==> src/rtl/sipo_frame_pkg.sv <==
// -----------------------------------------------------------------------------
// sipo_frame_pkg
// Shared definitions for the framed serial-to-parallel receiver:
//   state_t    - controller state encoding (2 bits)
//   cnt_width  - width of the data-bit counter for a given word width
// -----------------------------------------------------------------------------
package sipo_frame_pkg;

    typedef enum logic [1:0] {
        IDLE   = 2'd0,
        DATA   = 2'd1,
        PARITY = 2'd2,
        STOP   = 2'd3
    } state_t;

    // One extra bit so the counter can hold WIDTH itself without wrapping.
    function automatic int cnt_width(input int width);
        return $clog2(width) + 1;
    endfunction

endpackage

==> src/rtl/sipo_shift_reg.sv <==
// -----------------------------------------------------------------------------
// sipo_shift_reg
// Serial-in / parallel-out shift register.
// Ports:
//   clk       - system clock, rising edge
//   rst       - asynchronous active-low reset (clears q)
//   shift_en  - shift din in this cycle
//   din       - serial data in
//   q         - parallel contents [WIDTH-1:0]
// Parameters:
//   WIDTH     - register width (2..32)
//   LSB_FIRST - 1: shift right, new bit enters at MSB (first bit ends in q[0])
//               0: shift left, new bit enters at bit 0 (first bit ends in MSB)
// -----------------------------------------------------------------------------
module sipo_shift_reg #(
    parameter int WIDTH     = 8,
    parameter int LSB_FIRST = 1
) (
    input  logic             clk,
    input  logic             rst,
    input  logic             shift_en,
    input  logic             din,
    output logic [WIDTH-1:0] q
);

    generate
        if (LSB_FIRST != 0) begin : g_lsb_first
            always_ff @(posedge clk or negedge rst) begin
                if (!rst)
                    q <= '0;
                else if (shift_en)
                    q <= {din, q[WIDTH-1:1]};
            end
        end else begin : g_msb_first
            always_ff @(posedge clk or negedge rst) begin
                if (!rst)
                    q <= '0;
                else if (shift_en)
                    q <= {q[WIDTH-2:0], din};
            end
        end
    endgenerate

endmodule

==> src/rtl/sipo_frame_ctrl.sv <==
// -----------------------------------------------------------------------------
// sipo_frame_ctrl
// Sequences a framed serial receive (start 0, WIDTH data bits, optional even
// parity bit, stop 1) into a parallel word handed off over valid/ready.
// Optional feature macro: SIPO_FRAME_CTRL_PARITY_CHECK_EN (adds PARITY state
// and even-parity check; frame becomes WIDTH+3 strobes instead of WIDTH+2).
// Ports:
//   clk        - system clock, rising edge
//   rst        - asynchronous active-low reset
//   din        - serial data, sampled only when bit_en=1
//   bit_en     - one-cycle bit strobe
//   dout       - assembled word, stable while dout_valid=1
//   dout_valid - word available
//   dout_ready - consumer takes the word when dout_valid && dout_ready
//   busy       - controller is not IDLE
//   frame_err  - one-cycle pulse: bad stop bit (or bad parity)
//   overrun    - one-cycle pulse: good frame dropped, holding register full
// -----------------------------------------------------------------------------
module sipo_frame_ctrl
    import sipo_frame_pkg::*;
#(
    parameter int WIDTH     = 8,
    parameter int LSB_FIRST = 1
) (
    input  logic             clk,
    input  logic             rst,
    input  logic             din,
    input  logic             bit_en,
    output logic [WIDTH-1:0] dout,
    output logic             dout_valid,
    input  logic             dout_ready,
    output logic             busy,
    output logic             frame_err,
    output logic             overrun
);

    localparam int CW = cnt_width(WIDTH);

    state_t           state, state_d;
    logic [CW-1:0]    cnt;
    logic [WIDTH-1:0] q;
    logic             shift_en;
    logic             frame_ok;
    logic             load;
    logic             err_d;
    logic             ovr_d;

    assign shift_en = bit_en && (state == DATA);
    assign busy     = (state != IDLE);

    sipo_shift_reg #(
        .WIDTH     (WIDTH),
        .LSB_FIRST (LSB_FIRST)
    ) u_shift (
        .clk      (clk),
        .rst      (rst),
        .shift_en (shift_en),
        .din      (din),
        .q        (q)
    );

`ifdef SIPO_FRAME_CTRL_PARITY_CHECK_EN
    logic par_bit;

    always_ff @(posedge clk or negedge rst) begin
        if (!rst)
            par_bit <= 1'b0;
        else if (bit_en && state == PARITY)
            par_bit <= din;
    end

    // Even parity: data bits XOR parity bit must be zero.
    assign frame_ok = din && !((^q) ^ par_bit);
`else
    assign frame_ok = din;
`endif

    // NOTE: every combinational output gets a default before the case so no
    // path leaves it unassigned, which would otherwise infer a latch.
    always_comb begin
        state_d = state;
        load    = 1'b0;
        err_d   = 1'b0;
        ovr_d   = 1'b0;
        case (state)
            IDLE: begin
                if (bit_en && !din)
                    state_d = DATA;
            end
            DATA: begin
                if (bit_en && cnt == CW'(WIDTH - 1))
`ifdef SIPO_FRAME_CTRL_PARITY_CHECK_EN
                    state_d = PARITY;
`else
                    state_d = STOP;
`endif
            end
`ifdef SIPO_FRAME_CTRL_PARITY_CHECK_EN
            PARITY: begin
                if (bit_en)
                    state_d = STOP;
            end
`endif
            STOP: begin
                if (bit_en) begin
                    state_d = IDLE;
                    if (frame_ok) begin
                        // The holding register is free if empty or being
                        // drained in this very cycle.
                        if (!dout_valid || dout_ready)
                            load = 1'b1;
                        else
                            ovr_d = 1'b1;
                    end else begin
                        err_d = 1'b1;
                    end
                end
            end
            default: state_d = IDLE;
        endcase
    end

    // NOTE: sequential state uses non-blocking assignments so every register
    // samples the pre-edge values, independent of statement order.
    always_ff @(posedge clk or negedge rst) begin
        if (!rst)
            state <= IDLE;
        else
            state <= state_d;
    end

    // Counter restarts only on the start bit; it holds outside DATA.
    always_ff @(posedge clk or negedge rst) begin
        if (!rst)
            cnt <= '0;
        else if (state == IDLE && bit_en && !din)
            cnt <= '0;
        else if (shift_en)
            cnt <= cnt + 1'b1;
    end

    always_ff @(posedge clk or negedge rst) begin
        if (!rst) begin
            dout       <= '0;
            dout_valid <= 1'b0;
            frame_err  <= 1'b0;
            overrun    <= 1'b0;
        end else begin
            frame_err <= err_d;
            overrun   <= ovr_d;
            if (load) begin
                dout       <= q;
                dout_valid <= 1'b1;
            end else if (dout_ready) begin
                dout_valid <= 1'b0;
            end
        end
    end

endmodule

==> config.mk <==
export PLATFORM = sky130hd
export DESIGN_NAME = sipo_frame_ctrl
export DESIGN_NICKNAME = d
export VERILOG_FILES = /design/src/rtl/sipo_frame_pkg.sv /design/src/rtl/sipo_shift_reg.sv /design/src/rtl/sipo_frame_ctrl.sv
export SDC_FILE = /design/constraint.sdc
export NUM_CORES = 1
export LEC_CHECK = 0
export ABC_AREA = 1
export BUFFER_PORTS_ARGS = -buffer_cell sky130_fd_sc_hd__buf_2
export CAP_MARGIN = 20
export CORE_UTILIZATION = 61
export CTS_BUF_LIST = sky130_fd_sc_hd__clkbuf_4 sky130_fd_sc_hd__clkbuf_8
export DETAILED_ROUTE_END_ITERATION = 6
export PLACE_DENSITY = 0.87
export SYNTH_ARGS = -nofsm -noshare
export SYNTH_HDL_FRONTEND = slang
export SYNTH_SLANG_ARGS = --single-unit
==> constraint.sdc <==
create_clock -name clk -period 2.6 [get_ports clk]
set_input_delay 0.52 -clock clk [delete_from_list [all_inputs] [get_ports clk]]
set_output_delay 0.52 -clock clk [all_outputs]
set_load 0.01 [all_outputs]
---- Word level (Yosys, flattened, before mapping) ----
Index checks and enable logic that the tools add are counted.
W data, S select, Z words.
word-level totals
  register bits ........................... 25
  logic and storage cells ................. 46
cells by class
  $add $sub $neg .......................... 1
  eq/ne operators ......................... 6
  mux-type cells .......................... 19
  reductions and logical operators ........ 13
operators by type and width
  kind                   number
  $mux W1                13
  $mux W4                2
  $mux W2                3
  $pmux W2 S3            1
  $reduce_bool A2 Y1     3
  $logic_and A1 B1 Y1    5
  $add A4 B1 Y4 const B  1
  $eq A4 B3 Y1 const B   1
  $ne A2 B2 Y1 const B   2
  $reduce_and A3 Y1      1
  $eq A2 B1 Y1 const B   1
  $eq A2 B2 Y1 const B   1
  $logic_not A1 Y1       2
  $logic_not A2 Y1       1
  $ne A2 B1 Y1 const B   1
  $logic_or A1 B1 Y1     1

---- Longest topological paths before layout ----
  depth in word-level cells ............... 7
  depth in mapped cells ................... 6
  mapped depth without buffers ............ 6

---- Modules after synthesis ----
A second synthesis with hierarchy kept.
unflattened totals
  cell total of the unflattened synthesis .. 116
  area, all modules ....................... 1,012.2 um^2
by module, submodules not included
  module           times used  cells each  area each (um^2)  sequential area each (um^2)
  sipo_frame_ctrl  1           82          706.9             425.4
  sipo_shift_reg   1           34          305.3             200.2

---- Worst setup path before layout ----
No wires, ideal clock.
  path kind ............................... reg2out
  from .................................... register state[1]
  to ...................................... output busy
  data arrival time ....................... 0.641 ns
  data required time ...................... 2.080 ns
  slack ................................... 1.439 ns
  cell stages (with the launch flop) ...... 3
  path buffers ............................ 0
  path through ............................ dfrtp_1 -> nor2_1 -> inv_1
on the way
  cells in the longest elaborated chain, start to end .. 1
RTL lines
  item                    line                    source
  start, declared         sipo_frame_ctrl.sv:39   state_t state, state_d;
  start signal, assigned  sipo_frame_ctrl.sv:129  state <= state_d;
  $reduce_bool A2 Y1      sipo_frame_ctrl.sv:49   assign busy = (state != IDLE);
  end, declared           sipo_frame_ctrl.sv:32   output logic busy,
Every way passes these cells.

---- Final worst setup path ----
Ends and elaborated chain as after synthesis.

==> impl_summary.txt <==
----------------------------------------------------
[STA]
  Hold Vio Cnt, Final ... 0
  Final number of setup-violating endpoints ... 0
  Final worst clock skew ... 0.880 ps
  Final setup margin ... 961 ps
  Slew of the pin with the lowest slew margin ... 528 ps
  Maximum achievable frequency ... 610 MHz
  Portion of the clock cycle consumed by the worst path in the final layout ... 0.630
  Min cycle time layout ... roughly 1600 ps
  Setup TNS Final ... 0 ps
  Max transition margin ... 0.648
  Setup repair after global routing missed its margin ... false
  Final-report max-slew violation count ... 0
  WHS ... 172 ps

[Clock network]
  Number of gates given a new drive strength after cts ... 0
  Maximum clock insertion buffer count ... 2
  Buffer type at the clock tree root ... clkbuf_4
  Hold buffer count at CTS ... 0
  Clock-pin transition on the worst setup and hold timing paths ... between 100 and 150 ps
  Number of sinks driven by the clock tree ... 25
  Worst-Skew Late Latency ... around 300 ps
  Post-CTS repair timing setup buffer count ... 0
  Clock tree from TritonCTS ... done
  CTS H-tree depth ... 1
  Cts bufs inserted ... 3

[Logic synthesis]
  Number of storage elements in the synthesis netlist ... 25
  Sequential share of the synthesized area ... 0.611
  Netlist cell types ... 17
  Cell count after synthesis ... 112
  Share of the synthesized netlist area taken by xor and xnor gates ... 0
  Adder-cell share of the synthesized area ... 0.0122
  Post-synthesis compound-gate area fraction ... 0.0685
  Mapped Area ... 1020 um^2
  Simple-gate area share of the yosys netlist ... 0.256
  Avg Synthesized Cell Area ... slightly above 9 um^2
  Mux share of post-synthesis cell area ... 0
  Yosys warning total ... 0
  Largest family of logic cells by synthesized area ... simple AND/OR/NAND/NOR gates
  Net count after synthesis ... 118

[Placement]
  Hpwl dp ... 1240 um
  Post-placement worst setup slack ... 1160 ps
  Final estimated routing congestion in global placement ... 0.773
  Number of buffers inserted by port buffering ... 16
  # placed instances ... 143
  Instance area after placement ... 1120 um^2

[Routing]
  Routed wl met3 ... between 50 and 60 um
  Pre-Repair DR Iteration Count ... 4
  Number of vias after detailed routing ... 745
  Final ANT Viol Nets ... 0
  Via-to-Cell Ratio ... around 5
  Detail Route met2 WL ... 823 um
  Wire length per cell after detailed routing ... 11.3 um
  Final WL ... 1660 um
  Top layer reached by signal wires ... met4
  Residual DRC ... 0
  Post-route met1 wirelength ... 747 um
  Number of DRC violations after detailed-routing iteration 0 ... 18

[Status]
  Result of the run ... finished, final reports clean

[Setup path]
  CP peak stage delay ... 430 ps
  WP data required ... 2080 ps
  Crit path capture type ... output port
  Beginning of the worst register-to-register path ... state[1]
  CP max stage cell ... dfrtp_1
  Type of the setup path with the least slack ... reg2out
  Critical Path AT ... 1120 ps
  Startpoint of the most critical setup path ... state[1]
  R2r setup slk ... 1340 ps
  R2r worst-path depth ... 5
  Cell-by-cell listing of the critical path ... nor2_1 > inv_1 > buf_2
  Kind of start point of the critical path ... register
  Worst reg2reg path endpoint ... cnt[2]
  Maximum net fanout on the critical path ... 5

[GRT]
  Gr ovfl total ... 0
  Wire length of the first global-routing pass ... 2940 um
  Initial antenna violation count ... 0
  Number of global-route vias before repair ... 687
  Pin count of the biggest net entering global routing ... 26
  Total GRT Usage ... 0.222

[Power and ir drop]
  Ratio of total power to cell area ... 959 nW/um^2
  Design Power ... 1.10 mW
  Lkg Pwr ... between 0.6 and 0.7 nW
  VDD IR-drop max ... 0.507 mV

[Layout]
  Footprint of the flip-flops and latches ... 626 um^2
  Final non-filler cell total ... around 150
  Final antenna diode count ... 0
  Area delta synth->final ... 12.2%
  Total non-filler cell area in the finished layout ... 1150 um^2
  Layout fillers ... 117
  Net count reported at finish ... 138
  Multi-input gate area ... around 340 um^2
  Final core area utilization ... 0.745
  Fraction of final layout cells with drive strength greater than 1 ... 0.206

[Min path]
  Type of the most critical hold path ... in2async

[Floorplanning]
  Starting Density ... 0.664
  Standard-cell row count ... 14
  Standard cell core area ... about 1500 um^2
  Die width ... 43.0 um
  Die Ht ... roughly 43 um
  Die footprint ... between 1500 and 2000 um^2
  Num ports ... 17

[Run]
  Max-cap check violation count ... 0

----------------------------------------------------
-- kinds of logic (layout without fill, tap and decap cells) --
logic type / Yosys count / after routing
adder cells (fa/ha/maj): 1 / 1
buffers and inverters: 14 / 33
flip-flops: 25 / 25
AO/OA/AOI/OAI: 13 / 13
AND/OR/NAND/NOR: 59 / 59
-- state kept, by name (all words and copies together) (netlist names) --
name,count
cnt,4
dout,8
dout_valid,1
frame_err,1
overrun,1
state,2
u_shift.q,8
-- area by class of cell --
cell class | count | share of cell area
Multi-Input combinational cell | 73 | 0.300
Clock buffer | 4 | 0.0261
Timing Repair Buffer | 16 | 0.0697
Sequential cell | 25 | 0.545
Tap cell | 16 | 0.0174
Inverter | 13 | 0.0425
-- synthesized netlist by cell type (all sizes together) --
master | n | area [um^2]
nand2 | 44 | 168
nand3 | 5 | 35.0
buf | 1 | 5.00
o21ai | 9 | 45.0
a21oi | 2 | 10.0
dfrtp | 25 | 626
a22oi | 1 | 7.51
ha | 1 | 12.5
inv | 13 | 48.8
o31ai | 1 | 7.51
nor2 | 10 | 58.8
-- power breakdown --
group          internal (mW)  switching [mW]  total [mW]
registers              0.525          0.0919       0.617
logic                  0.123           0.189       0.312
clock network         0.0703           0.102       0.173
total                  0.718           0.383        1.10
-- placed cells by master, fill, tap and decap left out, drive strengths merged --
| master | netlist | final |
|---|---|---|
| nand3 | 5 | 5 |
| inv | 13 | 13 |
| nand2 | 44 | 44 |
| a22oi | 1 | 1 |
| nor2 | 10 | 10 |
| o21ai | 9 | 9 |
| a21oi | 2 | 2 |
| o31ai | 1 | 1 |
| clkbuf | 0 | 4 |
| ha | 1 | 1 |
| buf | 1 | 16 |
| dfrtp | 25 | 25 |
-- critical path, delay by kind of cell (launching register included) --
family	cells	cell delay, ps
simple gates	1	190
flops	1	430
buf+inv	2	180
-- metal layers --
layer,up-vias,GRT usage
li1,385,-
met1,341,0.290
met2,15,0.355
met3,4,0.0255
met4,0,0.133
met5,-,0
-- worst max-delay path by stage --
stage,end,slack [ps],cells past startpoint
CTS,busy,960,3
finish,busy,960,3
detailed placement,cnt[2],1160,5
global placement,cnt[3],1240,6
global route,busy,890,3
floorplan,busy,1440,2
(Power assumes the default switching activity.)
